--- src/rtl/alu_issue_ctrl.sv ---
// Issue controller for the 8-bit combinational ALU: accepts one request at a time,
// holds the ALU inputs for SETTLE cycles, and queues results in an in-order response FIFO.
module alu_issue_ctrl #(
    parameter int DEPTH  = 4,
    parameter int SETTLE = 1
) (
    input  logic        clk,
    input  logic        rst,
    input  logic        req_valid,
    output logic        req_ready,
    input  logic [7:0]  req_a,
    input  logic [7:0]  req_b,
    input  logic [3:0]  req_op,
    output logic [7:0]  alu_a,
    output logic [7:0]  alu_b,
    output logic [3:0]  alu_s,
    input  logic [15:0] alu_y,
    output logic        rsp_valid,
    input  logic        rsp_ready,
    output logic [15:0] rsp_data,
    output logic        rsp_err,
    output logic        busy
);

    localparam int AW = $clog2(DEPTH);
    localparam int CW = (SETTLE > 1) ? $clog2(SETTLE) : 1;
    localparam logic [AW:0]   FULL      = (AW+1)'(DEPTH);
    localparam logic [CW-1:0] SETTLE_LAST = CW'(SETTLE - 1);

    typedef enum logic [1:0] {IDLE, DRIVE, ERR} state_t;

    typedef struct packed {
        logic        err;
        logic [15:0] data;
    } rsp_t;

    state_t        state;
    logic [CW-1:0] cnt;
    rsp_t          mem [DEPTH];
    logic [AW-1:0] wptr, rptr;
    logic [AW:0]   count;

    logic illegal, accept, settle_done, push, pop;
    rsp_t push_d, head;

    // Zero divisor on div/mod is caught here so the ALU never sees it.
    assign illegal = (req_op > 4'd8) ||
                     (((req_op == 4'd3) || (req_op == 4'd4)) && (req_b == 8'd0));

    assign req_ready   = (state == IDLE) && (count < FULL);
    assign accept      = req_valid && req_ready;
    assign settle_done = (cnt == SETTLE_LAST);
    assign push        = ((state == DRIVE) && settle_done) || (state == ERR);
    assign pop         = rsp_valid && rsp_ready;
    assign busy        = (state != IDLE);

    always_comb begin
        push_d.err  = (state == ERR);
        push_d.data = (state == ERR) ? 16'h0000 : alu_y;
    end

    always_ff @(posedge clk or posedge rst) begin
        if (rst) begin
            state <= IDLE;
            cnt   <= '0;
            alu_a <= '0;
            alu_b <= '0;
            alu_s <= '0;
        end else begin
            case (state)
                IDLE: begin
                    if (accept) begin
                        if (illegal) begin
                            state <= ERR;
                        end else begin
                            alu_a <= req_a;
                            alu_b <= req_b;
                            alu_s <= req_op;
                            cnt   <= '0;
                            state <= DRIVE;
                        end
                    end
                end
                DRIVE: begin
                    if (settle_done) state <= IDLE;
                    else             cnt   <= cnt + 1'b1;
                end
                ERR:     state <= IDLE;
                default: state <= IDLE;
            endcase
        end
    end

    always_ff @(posedge clk or posedge rst) begin
        if (rst) begin
            wptr  <= '0;
            rptr  <= '0;
            count <= '0;
        end else begin
            if (push) wptr <= wptr + 1'b1;
            if (pop)  rptr <= rptr + 1'b1;
            case ({push, pop})
                2'b10:   count <= count + 1'b1;
                2'b01:   count <= count - 1'b1;
                default: count <= count;
            endcase
        end
    end

    // Storage needs no reset: the head is masked whenever the FIFO is empty.
    always_ff @(posedge clk) begin
        if (push) mem[wptr] <= push_d;
    end

    assign head      = mem[rptr];
    assign rsp_valid = (count != '0);
    assign rsp_data  = rsp_valid ? head.data : 16'h0000;
    assign rsp_err   = rsp_valid ? head.err  : 1'b0;

endmodule

--- config.mk ---
export PLATFORM = sky130hd
export DESIGN_NAME = alu_issue_ctrl
export DESIGN_NICKNAME = d
export VERILOG_FILES = /design/src/rtl/alu_issue_ctrl.sv
export SDC_FILE = /design/constraint.sdc
export NUM_CORES = 1
export LEC_CHECK = 0
export ABC_AREA = 0
export BUFFER_PORTS_ARGS = -buffer_cell sky130_fd_sc_hd__buf_2
export CORE_MARGIN = 5
export CORE_UTILIZATION = 46
export DETAILED_ROUTE_END_ITERATION = 16
export PLACE_DENSITY_LB_ADDON = 0.2
export SETUP_SLACK_MARGIN = 0.05
export SYNTH_ARGS = -nofsm -noshare
export SYNTH_HDL_FRONTEND = slang
export SYNTH_SLANG_ARGS = --single-unit
--- constraint.sdc ---
create_clock -name clk -period 3.2 [get_ports clk]
set_input_delay 0.16 -clock clk [delete_from_list [all_inputs] [get_ports clk]]
set_output_delay 0.16 -clock clk [all_outputs]
set_load 0.02 [all_outputs]
==> impl_results.md <==
* Run status: completed
* Rel. slew slack at between 20% and 30%
* Placed Cells at 410
* Synth Area in XOR/XNOR at under 10%
* Seq cells post-synth at between 90 and 100
* TNS Setup at 0 ps
* RSZ-0062 raised after global routing: false
* PostCTS Resize Cnt at 0
* Launch point of the worst path: count[2]
* Initial Util at a little under half
* Netlist cell types at 34
* Synthesis Warnings at 0
* Asr flop ratio synth at about 30%
* Nets at ~360
* Number of synthesized flops with an enable pin at between 60 and 70
* Worst-Margin Slew at roughly 1100 ps
* Area grow syn2layout at 17.1%
* Finish-stage setup viols at 0
* Tcrit/Tclk final at between 70% and 80%
* Diode count at 0
* CP Launch Type: register
* Cell area power density at just over 1000 nW/um2
* Routed WL at 7190 um
* Hold path start: req_a[4]
* Register area share after synthesis at 67.7%
* Tmin final at about 2300 ps
* Tot Pwr at approximately 4.9 mW
* Clock tree buffer depth at 2
* Vias in the first global route at approximately 2400
* Rows at 34
* Ratio of cells with drive above 1 in the final layout at around 43%
* Antenna violations before repair at 1
* DR DRC count at 0
* Max-slew violations at 0
* Setup Skew at 7.04 ps
* Synth Area in Compound Gates at around 2.4%
* Register area at around 2800 um2
* Clk Latency, worst-skew pair at 360 ps
* CTS buffer count at 9
* Root Driver: clkbuf_8
* Largest net degree at the start of global routing at 30
* FF-to-FF setup slack at around 900 ps
* GP Congestion at about 0.72
* Post-route ant nets at 0
* Mean Syn Cell Area at approximately 18 um2
* Design Area, Final at ~4800 um2
* Post-Synth Adder-Cell Area at approximately 2.6%
* Starting DRC count in detailed routing at 52
* Fillers at between 700 and 800
* Mux share of post-synthesis cell area at 15.4%
* Syn_nets at 275
* Worst Setup Path Type: reg -> reg
* Grt ovf at 0
* Worst-path clk slew at about 100 ps
* Largest family of logic cells by synthesized area: multiplexers
* Synthesized area at around 4100 um2
* Multi-input gate area at roughly 1200 um2
* Top_reg_cell synth: edfxtp_1
* Hpwl dp at slightly below 5000 um
* Cts hold-fix bufs at 0
* Via count at between 2000 and 2500
* Total core area at about 8700 um2
* Htree depth at 3
* Leakage power at 1.97 nW
* IO Count at 80
* Postcts setup bufs at 0
* Die height at 104 um
* GRT Total Usage at 14.2%
* Count of non-filler cells in the finished layout at about 430
* Achievable Freq at 437 MHz
* Final number of hold-violating endpoints at 0
* Reg2reg start: count[2]
* Arrival @ worst endpoint at 2570 ps
* First-pass GRT wire length at between 10000 and 15000 um
* Worst hold path type: in -> reg
* Crit-path max FO at 19
* Final hold slack at approximately 25 ps
* Port Buffer Count at 79
* Die area at about 11000 um2
* Simple logic cell fraction of the synthesized area at under 10%
* Drt pass-1 iters at 4
* MaxCap Viol Count at 0
* CTS tree: yes
* Cells after synthesis at roughly 230
* TritonCTS Sinks at 97
* Crit end category: register
* Max IR drop VDD at just under 500 uV
* Worst endpoint required time at around 3500 ps
* Wirelength per Cell at 16.9 um
* Die X at ~100 um
* Placed Area at 4600 um2
* Drt via density at 5.00
-- synth_stat cells (2+ instances only) --
| cell | count | share of area [%] |
|---|---|---|
| buf_6 | 2 | 0.55 |
| xor2_1 | 4 | 0.86 |
| dfrtp_1 | 29 | 18 |
| clkbuf_1 | 3 | 0.28 |
| buf_2 | 2 | 0.24 |
| nor2b_1 | 16 | 2.4 |
| a22o_1 | 3 | 0.64 |
| nor2_1 | 4 | 0.37 |
| xnor2_1 | 2 | 0.43 |
| mux4_2 | 17 | 9.4 |
| edfxtp_1 | 68 | 50 |
| ha_1 | 7 | 2.1 |
| and2_1 | 22 | 3.4 |
| inv_1 | 10 | 0.92 |
| mux2_4 | 15 | 5.5 |
| nand2_1 | 4 | 0.37 |
| nor4_1 | 2 | 0.31 |
-- logic make-up after synthesis --
kind of cell	Yosys count
AO/OA/AOI/OAI	9
multiplexers	34
XOR/XNOR	6
adder cells (fa/ha/maj)	8
AND/OR/NAND/NOR	54
buffers and inverters	19
flip-flops	97
-- metal layers --
layer / GRT usage (%) / vias to the layer above / wire [um]
li1: - / 1008 / -
met1: 18.8 / 1042 / 3230
met2: 21.9 / 68 / 3330
met3: 4.66 / 11 / 508
met4: 5.46 / 2 / 108
met5: 0 / - / 11
-- layout make-up --
| class | instances | share of cell area (%) |
|---|---|---|
| Clock buffer | 10 | 2.87 |
| Clock inverter | 6 | 1.02 |
| Inverter | 10 | 0.784 |
| Multi-Input combinational cell | 111 | 25.7 |
| Sequential cell | 97 | 57.8 |
| Tap cell | 108 | 2.82 |
| Timing Repair Buffer | 84 | 9.04 |
-- report_power, final --
part | switching (mW) | total (mW) | leakage, nW | internal, mW
clock network | 0.429 | 0.744 | 0.0957 | 0.314
logic | 1.15 | 2.07 | 0.900 | 0.923
registers | 0.213 | 2.06 | 0.976 | 1.85
-- registers in the layout, indices dropped and copies added, names as in the netlist --
register	cells
alu_a	8
alu_b	8
alu_s	4
count	3
mem	68
rptr	2
state	2
wptr	2
-- layout by cell type (no fill, tap or decap), types with 3 or more instances in the layout --
cell type  netlist  final
edfxtp_1        68     68
nor2_1           4      4
inv_1           10     10
mux4_2          17     17
mux2_4          15     15
buf_4            1      5
xor2_1           4      4
and2_1          22     22
buf_2            2     79
dfrtp_1         29     29
nand2_1          4      4
nor2b_1         16     16
ha_1             7      7
clkbuf_8         0     10
a22o_1           3      3
-- critical path, cell delays in order, from the launching register on --
cell and delay [ps]:
dfrtp_1 430, or3_1 490, and2_1 270, ha_1 200, inv_1 60, fa_1 370, xor2_1 150, nor2_1 110
xor2_1 150
-- metrics by stage --
step	util (%)	setup WS [ps]
after CTS	55.2	850
after floorplan	-	1240
after global placement	53.0	958
after detailed placement	53.0	879
after global routing	55.2	685
final	55.2	909
-- path summary, 6_finish.rpt --
path,end,cells past startpoint
hold reg to reg,alu_s[0],1
max in group asynchronous,count[2],2
min in group asynchronous,alu_a[5],2
setup reg to reg,count[2],8
setup / recovery,count[2],8
hold / removal,alu_a[4],2
Note: power is estimated with default switching activity, not from simulation.
